===== config.mk =====
export PLATFORM = sky130hd
export DESIGN_NAME = sa_tile_sequencer_flat
export DESIGN_NICKNAME = d
export VERILOG_FILES = /design/src/rtl/sa_tile_sequencer_if.sv /design/src/rtl/sa_tile_sequencer.sv /design/src/flat_wrapper.sv
export SDC_FILE = /design/constraint.sdc
export NUM_CORES = 1
export LEC_CHECK = 0
export ABC_AREA = 1
export BUFFER_PORTS_ARGS = -buffer_cell sky130_fd_sc_hd__buf_2
export CAP_MARGIN = 20
export CORE_ASPECT_RATIO = 0.8
export CORE_UTILIZATION = 53
export CTS_CLUSTER_DIAMETER = 30
export CTS_CLUSTER_SIZE = 14
export DETAILED_ROUTE_END_ITERATION = 10
export PLACE_DENSITY_LB_ADDON = 0.15
export RECOVER_POWER = 100
export SYNTH_ARGS = -nofsm -noshare
export SYNTH_HDL_FRONTEND = slang
export SYNTH_SLANG_ARGS = --single-unit

===== constraint.sdc =====
create_clock -name clk -period 4.2 [get_ports clk]
set_clock_uncertainty 0.15 [all_clocks]
set_input_delay 0.42 -clock clk [delete_from_list [all_inputs] [get_ports clk]]
set_output_delay 0.42 -clock clk [all_outputs]
set_load 0.01 [all_outputs]

===== src/rtl/sa_tile_sequencer_if.sv =====
// Handshake and array-control bundle between sa_tile_sequencer and its neighbours.
// master = the sequencer; slave = the job/source/array/collector side.
interface sa_tile_sequencer_if #(
    parameter int unsigned ARRAY_SIZE = 16,
    parameter int unsigned TILE_W     = 16
);
    logic                  job_valid;
    logic                  job_ready;
    logic [TILE_W-1:0]     job_tiles;
    logic                  src_valid;
    logic                  src_ready;
    logic [ARRAY_SIZE-1:0] full_w;
    logic [ARRAY_SIZE-1:0] full_i;
    logic [ARRAY_SIZE-1:0] wren_w;
    logic [ARRAY_SIZE-1:0] wren_i;
    logic                  sa_start;
    logic                  sa_clr;
    logic                  sa_done;
    logic                  res_valid;
    logic                  res_ready;
    logic [TILE_W-1:0]     res_tile;
    logic                  busy;
    logic                  job_done;
    logic                  err_timeout;

    modport master (
        input  job_valid, job_tiles, src_valid, full_w, full_i, sa_done, res_ready,
        output job_ready, src_ready, wren_w, wren_i, sa_start, sa_clr,
               res_valid, res_tile, busy, job_done, err_timeout
    );

    modport slave (
        output job_valid, job_tiles, src_valid, full_w, full_i, sa_done, res_ready,
        input  job_ready, src_ready, wren_w, wren_i, sa_start, sa_clr,
               res_valid, res_tile, busy, job_done, err_timeout
    );
endinterface


===== src/rtl/sa_tile_sequencer.sv =====
// Tile sequencer for the systolic array: load -> start -> run -> result -> clr per tile.
// Optional run watchdog enabled by defining SA_TIMEOUT_EN.
module sa_tile_sequencer #(
    parameter int unsigned ARRAY_SIZE  = 16,
    parameter int unsigned LOAD_BEATS  = 16,
    parameter int unsigned TILE_W      = 16,
    parameter int unsigned TIMEOUT_CYC = 1024
) (
    input  logic                clk,
    input  logic                rst_n,
    sa_tile_sequencer_if.master bus
);
    localparam int unsigned BEAT_W = $clog2(LOAD_BEATS + 1);
    localparam logic [BEAT_W-1:0] LAST_BEAT = BEAT_W'(LOAD_BEATS - 1);

    if (ARRAY_SIZE == 0 || LOAD_BEATS == 0 || TIMEOUT_CYC == 0) begin : g_bad_param
        $error("sa_tile_sequencer: ARRAY_SIZE, LOAD_BEATS and TIMEOUT_CYC must be non-zero");
    end

    typedef enum logic [2:0] {IDLE, LOAD, START, RUN, RESULT, CLR, FIN, ABORT} state_t;

    state_t            state, state_nx;
    logic [TILE_W-1:0] tiles_q;
    logic [TILE_W-1:0] tile_idx;
    logic [BEAT_W-1:0] beat_cnt;
    logic              can_load;
    logic              beat;
    logic              last_tile;
    logic              timed_out;

    // Extra bit keeps the compare correct for job_tiles = 2^TILE_W - 1.
    assign last_tile = ({1'b0, tile_idx} + {{TILE_W{1'b0}}, 1'b1}) == {1'b0, tiles_q};

    always_comb begin
        state_nx      = state;
        can_load      = 1'b0;
        beat          = 1'b0;
        bus.job_ready = 1'b0;
        bus.src_ready = 1'b0;
        bus.wren_w    = '0;
        bus.wren_i    = '0;
        bus.sa_start  = 1'b0;
        bus.sa_clr    = 1'b0;
        bus.res_valid = 1'b0;
        bus.res_tile  = '0;
        bus.job_done  = 1'b0;
        bus.busy      = (state != IDLE);
        case (state)
            IDLE: begin
                bus.job_ready = 1'b1;
                if (bus.job_valid) state_nx = (bus.job_tiles == '0) ? FIN : LOAD;
            end
            LOAD: begin
                can_load      = ~|bus.full_w & ~|bus.full_i;
                bus.src_ready = can_load;
                beat          = bus.src_valid & can_load;
                if (beat) begin
                    bus.wren_w = '1;
                    bus.wren_i = '1;
                    if (beat_cnt == LAST_BEAT) state_nx = START;
                end
            end
            START: begin
                bus.sa_start = 1'b1;
                state_nx     = RUN;
            end
            RUN: begin
                if (bus.sa_done)    state_nx = RESULT;
                else if (timed_out) state_nx = ABORT;
            end
            RESULT: begin
                bus.res_valid = 1'b1;
                bus.res_tile  = tile_idx;
                if (bus.res_ready) state_nx = CLR;
            end
            CLR: begin
                bus.sa_clr = 1'b1;
                state_nx   = last_tile ? FIN : LOAD;
            end
            ABORT: begin
                bus.sa_clr = 1'b1;
                state_nx   = FIN;
            end
            FIN: begin
                bus.job_done = 1'b1;
                state_nx     = IDLE;
            end
        endcase
    end

    always_ff @(posedge clk) begin
        if (!rst_n) begin
            state    <= IDLE;
            tiles_q  <= '0;
            tile_idx <= '0;
            beat_cnt <= '0;
        end else begin
            state <= state_nx;
            if (state == IDLE && bus.job_valid) begin
                tiles_q  <= bus.job_tiles;
                tile_idx <= '0;
                beat_cnt <= '0;
            end
            if (beat) beat_cnt <= beat_cnt + 1'b1;
            if (state == CLR) begin
                tile_idx <= tile_idx + 1'b1;
                beat_cnt <= '0;
            end
        end
    end

`ifdef SA_TIMEOUT_EN
    localparam int unsigned RUN_W = $clog2(TIMEOUT_CYC + 1);

    logic [RUN_W-1:0] run_cnt;
    logic             err_q;

    // Counter idles at zero outside RUN, so it is already cleared on RUN entry.
    assign timed_out       = (run_cnt == RUN_W'(TIMEOUT_CYC - 1));
    assign bus.err_timeout = err_q;

    always_ff @(posedge clk) begin
        if (!rst_n) begin
            run_cnt <= '0;
            err_q   <= 1'b0;
        end else begin
            run_cnt <= (state == RUN) ? run_cnt + 1'b1 : '0;
            if (state == RUN && !bus.sa_done && timed_out) err_q <= 1'b1;
        end
    end
`else
    assign timed_out       = 1'b0;
    assign bus.err_timeout = 1'b0;
`endif
endmodule


===== src/flat_wrapper.sv =====
// flat-port wrapper written by rule: the top's interface ports become plain ports
module sa_tile_sequencer_flat 
#(
    parameter int unsigned ARRAY_SIZE  = 16,
    parameter int unsigned LOAD_BEATS  = 16,
    parameter int unsigned TILE_W      = 16,
    parameter int unsigned TIMEOUT_CYC = 1024
)
  (clk, rst_n, bus_job_valid, bus_job_tiles, bus_src_valid, bus_full_w, bus_full_i, bus_sa_done, bus_res_ready, bus_job_ready, bus_src_ready, bus_wren_w, bus_wren_i, bus_sa_start, bus_sa_clr, bus_res_valid, bus_res_tile, bus_busy, bus_job_done, bus_err_timeout);
  sa_tile_sequencer_if #(.ARRAY_SIZE(ARRAY_SIZE), .TILE_W(TILE_W)) bus_i ();
  input  logic clk;
  input  logic rst_n;
  input wire logic [$bits(bus_i.job_valid)-1:0] bus_job_valid;
  input wire logic [$bits(bus_i.job_tiles)-1:0] bus_job_tiles;
  input wire logic [$bits(bus_i.src_valid)-1:0] bus_src_valid;
  input wire logic [$bits(bus_i.full_w)-1:0] bus_full_w;
  input wire logic [$bits(bus_i.full_i)-1:0] bus_full_i;
  input wire logic [$bits(bus_i.sa_done)-1:0] bus_sa_done;
  input wire logic [$bits(bus_i.res_ready)-1:0] bus_res_ready;
  output wire logic [$bits(bus_i.job_ready)-1:0] bus_job_ready;
  output wire logic [$bits(bus_i.src_ready)-1:0] bus_src_ready;
  output wire logic [$bits(bus_i.wren_w)-1:0] bus_wren_w;
  output wire logic [$bits(bus_i.wren_i)-1:0] bus_wren_i;
  output wire logic [$bits(bus_i.sa_start)-1:0] bus_sa_start;
  output wire logic [$bits(bus_i.sa_clr)-1:0] bus_sa_clr;
  output wire logic [$bits(bus_i.res_valid)-1:0] bus_res_valid;
  output wire logic [$bits(bus_i.res_tile)-1:0] bus_res_tile;
  output wire logic [$bits(bus_i.busy)-1:0] bus_busy;
  output wire logic [$bits(bus_i.job_done)-1:0] bus_job_done;
  output wire logic [$bits(bus_i.err_timeout)-1:0] bus_err_timeout;
  assign bus_i.job_valid = bus_job_valid;
  assign bus_i.job_tiles = bus_job_tiles;
  assign bus_i.src_valid = bus_src_valid;
  assign bus_i.full_w = bus_full_w;
  assign bus_i.full_i = bus_full_i;
  assign bus_i.sa_done = bus_sa_done;
  assign bus_i.res_ready = bus_res_ready;
  assign bus_job_ready = bus_i.job_ready;
  assign bus_src_ready = bus_i.src_ready;
  assign bus_wren_w = bus_i.wren_w;
  assign bus_wren_i = bus_i.wren_i;
  assign bus_sa_start = bus_i.sa_start;
  assign bus_sa_clr = bus_i.sa_clr;
  assign bus_res_valid = bus_i.res_valid;
  assign bus_res_tile = bus_i.res_tile;
  assign bus_busy = bus_i.busy;
  assign bus_job_done = bus_i.job_done;
  assign bus_err_timeout = bus_i.err_timeout;
  sa_tile_sequencer #(.ARRAY_SIZE(ARRAY_SIZE), .LOAD_BEATS(LOAD_BEATS), .TILE_W(TILE_W), .TIMEOUT_CYC(TIMEOUT_CYC)) u_core (.clk(clk), .rst_n(rst_n), .bus(bus_i));
endmodule

==> impl.org, run 1 <==
** Floorplanning
- Rows :: 23
- Num ports :: 110
- Measured along the y axis, the die boundary spans 67.4 um.
- Die width :: 83.7 um
- The die covers 5640 um2.
- Initial Util :: 55.9%
- Core region area :: about 5000 um2

** Worst setup path
- In this run the worst path has a maximum fanout of 38.
- RR Startpoint :: u_core.state[0]
- The critical path is of the reg -> out type.
- RR Endpoint :: u_core.beat_cnt[4]
- Data arrives at the worst endpoint at approximately 2.4 ns.
- Critical-path cell with the highest stage delay :: nor2_2
- Data on the critical path is required at its endpoint by 3.63 ns.
- Depth of the worst register-to-register path :: 7
- STA classifies the critical path startpoint as a flip-flop.
- The worst setup path is captured at a primary output.
- Largest stage delay on the critical path :: roughly 0.86 ns
- The most critical setup path has its startpoint at u_core.state[0].
- For flop-to-flop paths, the worst setup slack is 1.51 ns.
- Cells along the critical path :: inv_1 -> nor3_1 -> inv_1 -> nor2_2 -> clkbuf_1
- By instance count, the cell type seen most on the critical path is inv_1.

** Min path
- Critical hold path startpoint :: bus_job_tiles[1]
- Classification of the worst-slack hold path :: in -> reg
- Counting instances, the worst hold path has a depth of 3.
- The path with the worst hold slack has its endpoint at u_core.tiles_q[1].

** Global routing
- Global-route wire length before repair :: about 12 mm
- For this run the aggregate overflow at the end of global routing stands at 0.
- Antenna violations before repair :: 0
- Via count of the first global-routing pass :: between 2000 and 3000
- In the global route stage, overall resource usage came out at 26.9%.
- Entering global routing, the biggest net connects 39 pins.

** Clocking
- Total setup buffers inserted after CTS :: 0
- Clock buffer depth :: 2
- # resized after CTS :: 0
- Buffers inserted to repair hold after CTS numbered 0.
- Clock transition at path regs :: approximately 0.070 ns
- The cell sitting at the root of the clock tree is a clkbuf_8.
- H-tree Lvls :: 2
- Clock tree synthesis inserted a total of 5 buffers.
- Counting every sink on the clock net gives 40.
- Clock latency on the worst-skew pair, taken at its later pin, is ~0.29 ns.
- TritonCTS built the clock tree.

** Placement
- GP Congestion :: 0.905
- The HPWL after detailed placement is 5.87 mm.
- Number of input and output port buffers inserted :: 108

** Detailed routing
- The detailed router placed 3139 vias in this run.
- Number of DRC markers in iteration 0 :: ~210
- Total wire length after detailed routing :: 7.58 mm
- The pre-antenna-repair detailed-routing pass consisted of 5 iterations.
- DRC violations left :: 0
- Dividing the detail-routed via count by the number of cells gives ~5.2.
- Post-DRT Antenna Nets :: 0
- After detailed routing, the average wire length per cell comes to around 13 um.

** Logic synthesis
- Count of yosys warnings during synthesis :: 0
- The synthesized netlist occupies a cell area of between 2000 and 3000 um2.
- Number of instances in the synthesized netlist :: approximately 470
- Synthesized area per cell :: approximately 6.1 um2
- For this run, the register share of the synthesized area comes to between 20% and 30%.
- Synthesized flop and latch total :: 40
- The number of different library cells used by synthesis comes to 30.
- Counting every net in the synthesized netlist gives 522.

** Layout
- Util after Layout :: 62.6%
- # nets final :: 596
- The repair_antennas step left the layout with diodes totalling 0.
- Most common cell after layout, fill and taps aside :: nand2_1
- The area growth from synthesis to layout is 12.0%.
- The top cell types in the final layout, fill and taps aside, are nand2_1 (109), nor2_1 (63), buf_2 (56), inv_1 (54), clkbuf_1 (53).
- In the final layout, the share of cells above drive strength 1 is between 10% and 20%.

** STA
- Sum of negative setup slack :: 0 ns
- In this run the tightest slew margin relative to its limit is 27.1%.
- For this run, the top clock speed supported by timing is 335 MHz.
- Worst Tran Pin Value :: 1.09 ns
- Final cycle utilization of the critical path :: 71.0%
- The hold violation count in the final report was 0.
- Number of pins with negative max-slew slack in the final report :: 0
- Setup repair after global routing missed its margin :: false
- Final Setup Violations :: 0
- Minimum period implied by the final worst setup slack :: 2.98 ns

** Outcome
- Result of the run :: completed

** Power
- Worst voltage drop across the vdd grid :: 0.271 mV
- Power density relative to cell area :: about 360 nW/um2
- In this run the static leakage power is 1.30 nW.

** Job
- Max cap viols :: 0
[critical path: cells and delay by family (launching register included)]
| family | cells | cell delay [ns] |
|---|---|---|
| buffers and inverters | 3 | 0.48 |
| and+or+nand+nor | 2 | 1.19 |
| DFF | 1 | 0.44 |
[synthesized netlist by cell type, drive strengths merged]
cell type	number	area, um2
clkinv	1	3.75
inv	54	203
nand4	13	81.3
or2	3	18.8
o21ai	23	115
xnor3	1	22.5
and3	1	6.26
xor2	1	8.76
nor2	68	285
nor3	5	35.0
a31oi	1	6.26
buf	36	263
a21oi	39	195
nand2	110	415
and2	1	6.26
clkbuf	6	22.5
dfxtp	40	801
ha	3	37.5
a211oi	1	7.51
xnor2	1	8.76
nor4	4	25.0
conb	1	3.75
nand3	52	260
[routing by layer]
metal | vias up | wire (um) | GRT usage [%]
met1 | 1376 | 3680 | 37.7
met3 | 7 | 546 | 5.01
li1 | 1616 | - | -
met5 | - | 0 | 0
met4 | 0 | 53 | 6.57
met2 | 140 | 3300 | 43.4
[stage by stage]
| stage | total power, W | setup WS, ns | cells | area [um2] | hold slack (ns) |
|---|---|---|---|---|---|
| after floorplan | 0.000785 | 1.72 | 465 | 2830 | 0.262 |
| after global placement | 0.000904 | 1.55 | 594 | 3170 | 0.276 |
| after detailed placement | 0.000912 | 1.49 | 594 | 3170 | 0.295 |
| after CTS | 0.00115 | 1.39 | 601 | 3250 | 0.222 |
| after global routing | 0.00122 | 0.904 | 601 | 3170 | 0.253 |
| final | 0.00114 | 1.22 | 601 | 3170 | 0.220 |
[registers in the layout (all words and copies together), names as in the netlist]
register	flops
u_core.tile_idx	16
u_core.tiles_q	16
u_core.beat_cnt	5
u_core.state	3
[logic make-up after synthesis]
kind of cell,Yosys count,share of synthesized area (%)
DFF,40,28.3
buffers and inverters,97,17.4
other,1,0.132
AOI/OAI and AO/OA,64,11.4
xor gates and xnor gates,3,1.41
adders and majority gates,3,1.33
and+or+nand+nor,257,40.0
[area by class of cell]
| cell class | count | area (um2) |
|---|---|---|
| inverter | 55 | 206 |
| clock buffer | 6 | 72.6 |
| multi-input combinational | 328 | 1530 |
| tap | 62 | 77.6 |
| clock inverter | 1 | 5.00 |
| sequential | 40 | 801 |
| timing repair buffer | 109 | 483 |
| fill | 542 | 1890 |
[worst max path at each step]
stage	to	slack, ns	cells after the start
finish	bus_wren_i[7]	1.22	5
global route	bus_wren_i[7]	0.90	5
CTS	bus_wren_i[7]	1.39	5
detailed placement	bus_wren_i[7]	1.49	8
global placement	bus_wren_w[4]	1.55	8
floorplan	bus_wren_i[0]	1.72	7
[power breakdown]
part / total, W / leakage [nW] / internal, W / switching [W]
Sequential: 0.000483 / 0.326 / 0.000442 / 0.0000411
Combinational: 0.000418 / 0.937 / 0.000136 / 0.000282
Clock: 0.000243 / 0.0410 / 0.000113 / 0.000130
Total: 0.00114 / 1.30 / 0.000691 / 0.000453
Power figures use the tool's default switching activity.
==> run 2, diff against run 1 <==
Settings changed: CORE_UTILIZATION 53 to 45.
Clock period 4.2 ns to 2.5 ns, I/O delays scaled along.
==> run 2 against run 1 <==
Non-clock buffer count is 4 higher. Final cell count is 4.0% higher. Largest cell class unchanged. Die area is 17% higher.
==> impl.org, run 2 (synthesized netlist as in run 1, its figures left out) <==
** Power
- Part of the power in combinational logic :: 36.5% (about the same)
- Net Sw Frac :: 39.6% (about the same)
- Worst voltage drop across the vdd grid :: 0.452 mV (+67%)
- Clock network fraction of design power :: 22.7% (+1.5 points)
- Part of the total power dissipated in sequential elements :: 40.7% (-1.5 points)
- Power density relative to cell area :: 615 nW/um2 (+71%)
- Leakage power of the design :: 1.33 nW (+1.7%)
- The net switching component of the power came to 0.000792 W (+75%).
- The internal power came to 0.00121 W (+75%).

** STA
- Counting I/O delays and the setup requirement, the final critical path takes 2.24 ns.
- The hold violation count in the final report was 0 (unchanged).
- Maximum operating frequency :: 446 MHz
- Relative max-transition margin :: 56.4% (+29 points)
- Worst Tran Pin Value :: 0.653 ns (-0.440 ns)
- Final Setup Violations :: 0 (unchanged)
- The post-route setup TNS is 0 ns (unchanged).
- The worst-case setup margin in the final layout is 0.260 ns (-0.959 ns).
- The number of max-slew violations in the final report is 0 (unchanged).
- Setup repair after global routing left no endpoint under its margin.
- Final cycle utilization of the critical path :: between 80% and 90%

** Clocking
- Clock tree from TritonCTS :: built
- H-tree Lvls :: 2 (unchanged)
- The clock transition at the registers of the reported paths came to 0.08 ns (about the same).
- Clock tree synthesis selected as its root buffer the cell clkbuf_8.
- Clock buffer depth :: 2 (unchanged)
- Clock latency on the worst-skew pair :: 0.29 ns (about the same)
- The number of buffers inserted for hold repair after clock tree synthesis was 0 (unchanged).
- Number of buffers created by CTS :: 5 (unchanged)
- The post-cts repair resize count is 0 (unchanged).
- # clock sinks :: 40 (unchanged)
- The post-CTS setup buffer count was 0 (unchanged).

** Worst setup path
- Element type at the critical path start :: flip-flop
- The data arrival at the endpoint of the critical path is 1.84 ns (-0.57 ns).
- Kind of capture point of the worst setup path :: primary output
- The required time of the critical path is 2.10 ns (-1.53 ns).
- Launching element of the worst setup path :: u_core.state[0]
- The biggest fanout along the worst timing path is 38 (unchanged).
- Critical Setup Path Class :: reg -> out
- The startpoint identified for the worst register-to-register timing path is u_core.tile_idx[0].

** Floorplanning
- Core region area :: 5970 um2 (+18%)
- The width of the chip is 90.7 um (+8.3%).
- The die extent in y was 73.0 um (+8.3%).
- Num ports :: 110 (unchanged)
- Rows :: 25 (+8.7%)
- The die area was 6620 um2 (+17%).
- Initial Util :: 47.4% (-8.5 points)

** Global routing
- The global router's overall resource usage is 24.4% (-2.5 points).
- Global-route wire length before repair :: 12.7 mm (+6.8%)
- Antenna violations before repair :: 0 (unchanged)
- Via count of the first global-routing pass :: 2712 (+5.1%)
- Met3 GRT Util :: 3.65% (-1.4 points)
- The global-route met1 utilization was 34.5% (-3.1 points).
- The total congestion overflow came to 0 (unchanged).
- After global routing, the most crowded layer is met2.
- Met2 GRT Util :: 38.7% (-4.7 points)
- Maximum number of pins on one net before global-route repair :: 39 (unchanged)

** Layout
- The share of post-route cells with drive strength above 1 came to 14.2% (+0.61 points).
- Total inserted antenna cells :: 0 (unchanged)
- Util after Layout :: 54.4% (-8.2 points)
- Top flop regs :: u_core.tile_idx (16), u_core.tiles_q (16), u_core.beat_cnt (5)
- Area growth syn-to-layout :: 14.8%
- The final instance area is 3250 um2 (+2.5%).
- The area taken by flip-flops and latches was 801 um2 (unchanged).
- Number of filler instances in the final layout :: 653 (+20%)
- Total area of multi-input combinational cells :: 1530 um2 (+0.49%)
- Most common cell after layout, fill and taps aside :: nand2_1
- # nets final :: 600 (+0.67%)
- Most used cells in the layout excluding fill and tap cells :: nand2_1 (109), nor2_1 (62), buf_2 (56), clkbuf_1 (55), inv_1 (54)

** Detailed routing
- The residual DRC count was 0 (unchanged).
- The overall via count from detail_route is 3171 (+1.0%).
- Post-DRT Antenna Nets :: 0 (unchanged)
- The number of DRC markers in iteration 0 is 196 (-4.9%).
- Wire per inst :: 12.8 um (+1.5%)
- Total wire length after detailed routing :: 8.01 mm (+5.6%)
- The number of vias per cell after detailed routing was 5.07 (-2.9%).
- The length of the first detailed-routing pass in iterations is 5 (unchanged).

** Outcome
- The flow ran to the end, and the final reports show no timing, DRC or antenna violations.

** Placement
- The worst slack at placement was 0.384 ns (-1.10 ns).
- The global placement routability congestion is 0.929 (+2.6%).
- The final HPWL from detailed placement was 6.12 mm (+4.2%).
- Number of input and output port buffers inserted :: 108 (unchanged)
- The placement-stage cell area is 3240 um2 (+2.1%).

** Min path
- The path class of the tightest hold or removal check is in -> reg.
- Critical hold path startpoint :: bus_job_tiles[1]

** Job
- Max cap viols :: 0 (unchanged)
## run 2: changes by cell type in the layout (fill, tap and decap cells not counted), sizes merged
cell | previous run | this run
clkbuf | 58 | 62
buf | 57 | 59
clkinv | 2 | 1
## run 2: worst max-delay path, cell delays in order (launching register included)
cell	delay, ns
dfxtp_1	0.45
inv_1	0.11
nor3_1	0.30
inv_1	0.10
nor2_1	0.20
buf_12	0.20
clkbuf_1	0.17
## run 2: cell type report
cell class                 instances  area share [%]
inverter                          55            6.35
multi-input combinational        328            47.2
sequential                        40            24.6
tap                               81            3.12
clock buffer                       8            2.77
timing repair buffer             113            16.0
## run 2: power groups by stage
stage	sequential, W	combinational, W	clock [W]
2_1_floorplan	0.000811	0.000507	0
3_3_place_gp	0.000828	0.000736	0
3_5_place_dp	0.000828	0.000736	0
4_1_cts	0.000814	0.000739	0.000457
5_1_grt	0.000825	0.000822	0.000491
6_report	0.000815	0.000731	0.000455
## run 2: worst paths after layout
| check | cells past startpoint | end | slack, ns |
|---|---|---|---|
| worst min-delay path | 3 | u_core.tiles_q[1] | 0.09 |
| worst max register to register | 13 | u_core.state[2] | 0.30 |
| worst min register to register | 1 | u_core.beat_cnt[3] | 0.29 |
| worst max-delay path | 6 | bus_wren_i[5] | 0.26 |
## run 2: layer usage
layer	share of wire (%)	wire, um	vias up
li1	-	-	1618
met1	49	3900	1399
met2	44	3530	148
met3	6.4	511	6
met4	0.80	64	0
met5	0	0	-
## run 2: per-stage QoR
step / total power (W) / hold WS [ns] / cells
2_1_floorplan: 0.00132 / 0.235 / 465
3_3_place_gp: 0.00156 / 0.281 / 617
3_5_place_dp: 0.00156 / 0.282 / 617
4_1_cts: 0.00201 / 0.0897 / 625
5_1_grt: 0.00214 / 0.0840 / 625
6_report: 0.00200 / 0.0893 / 625
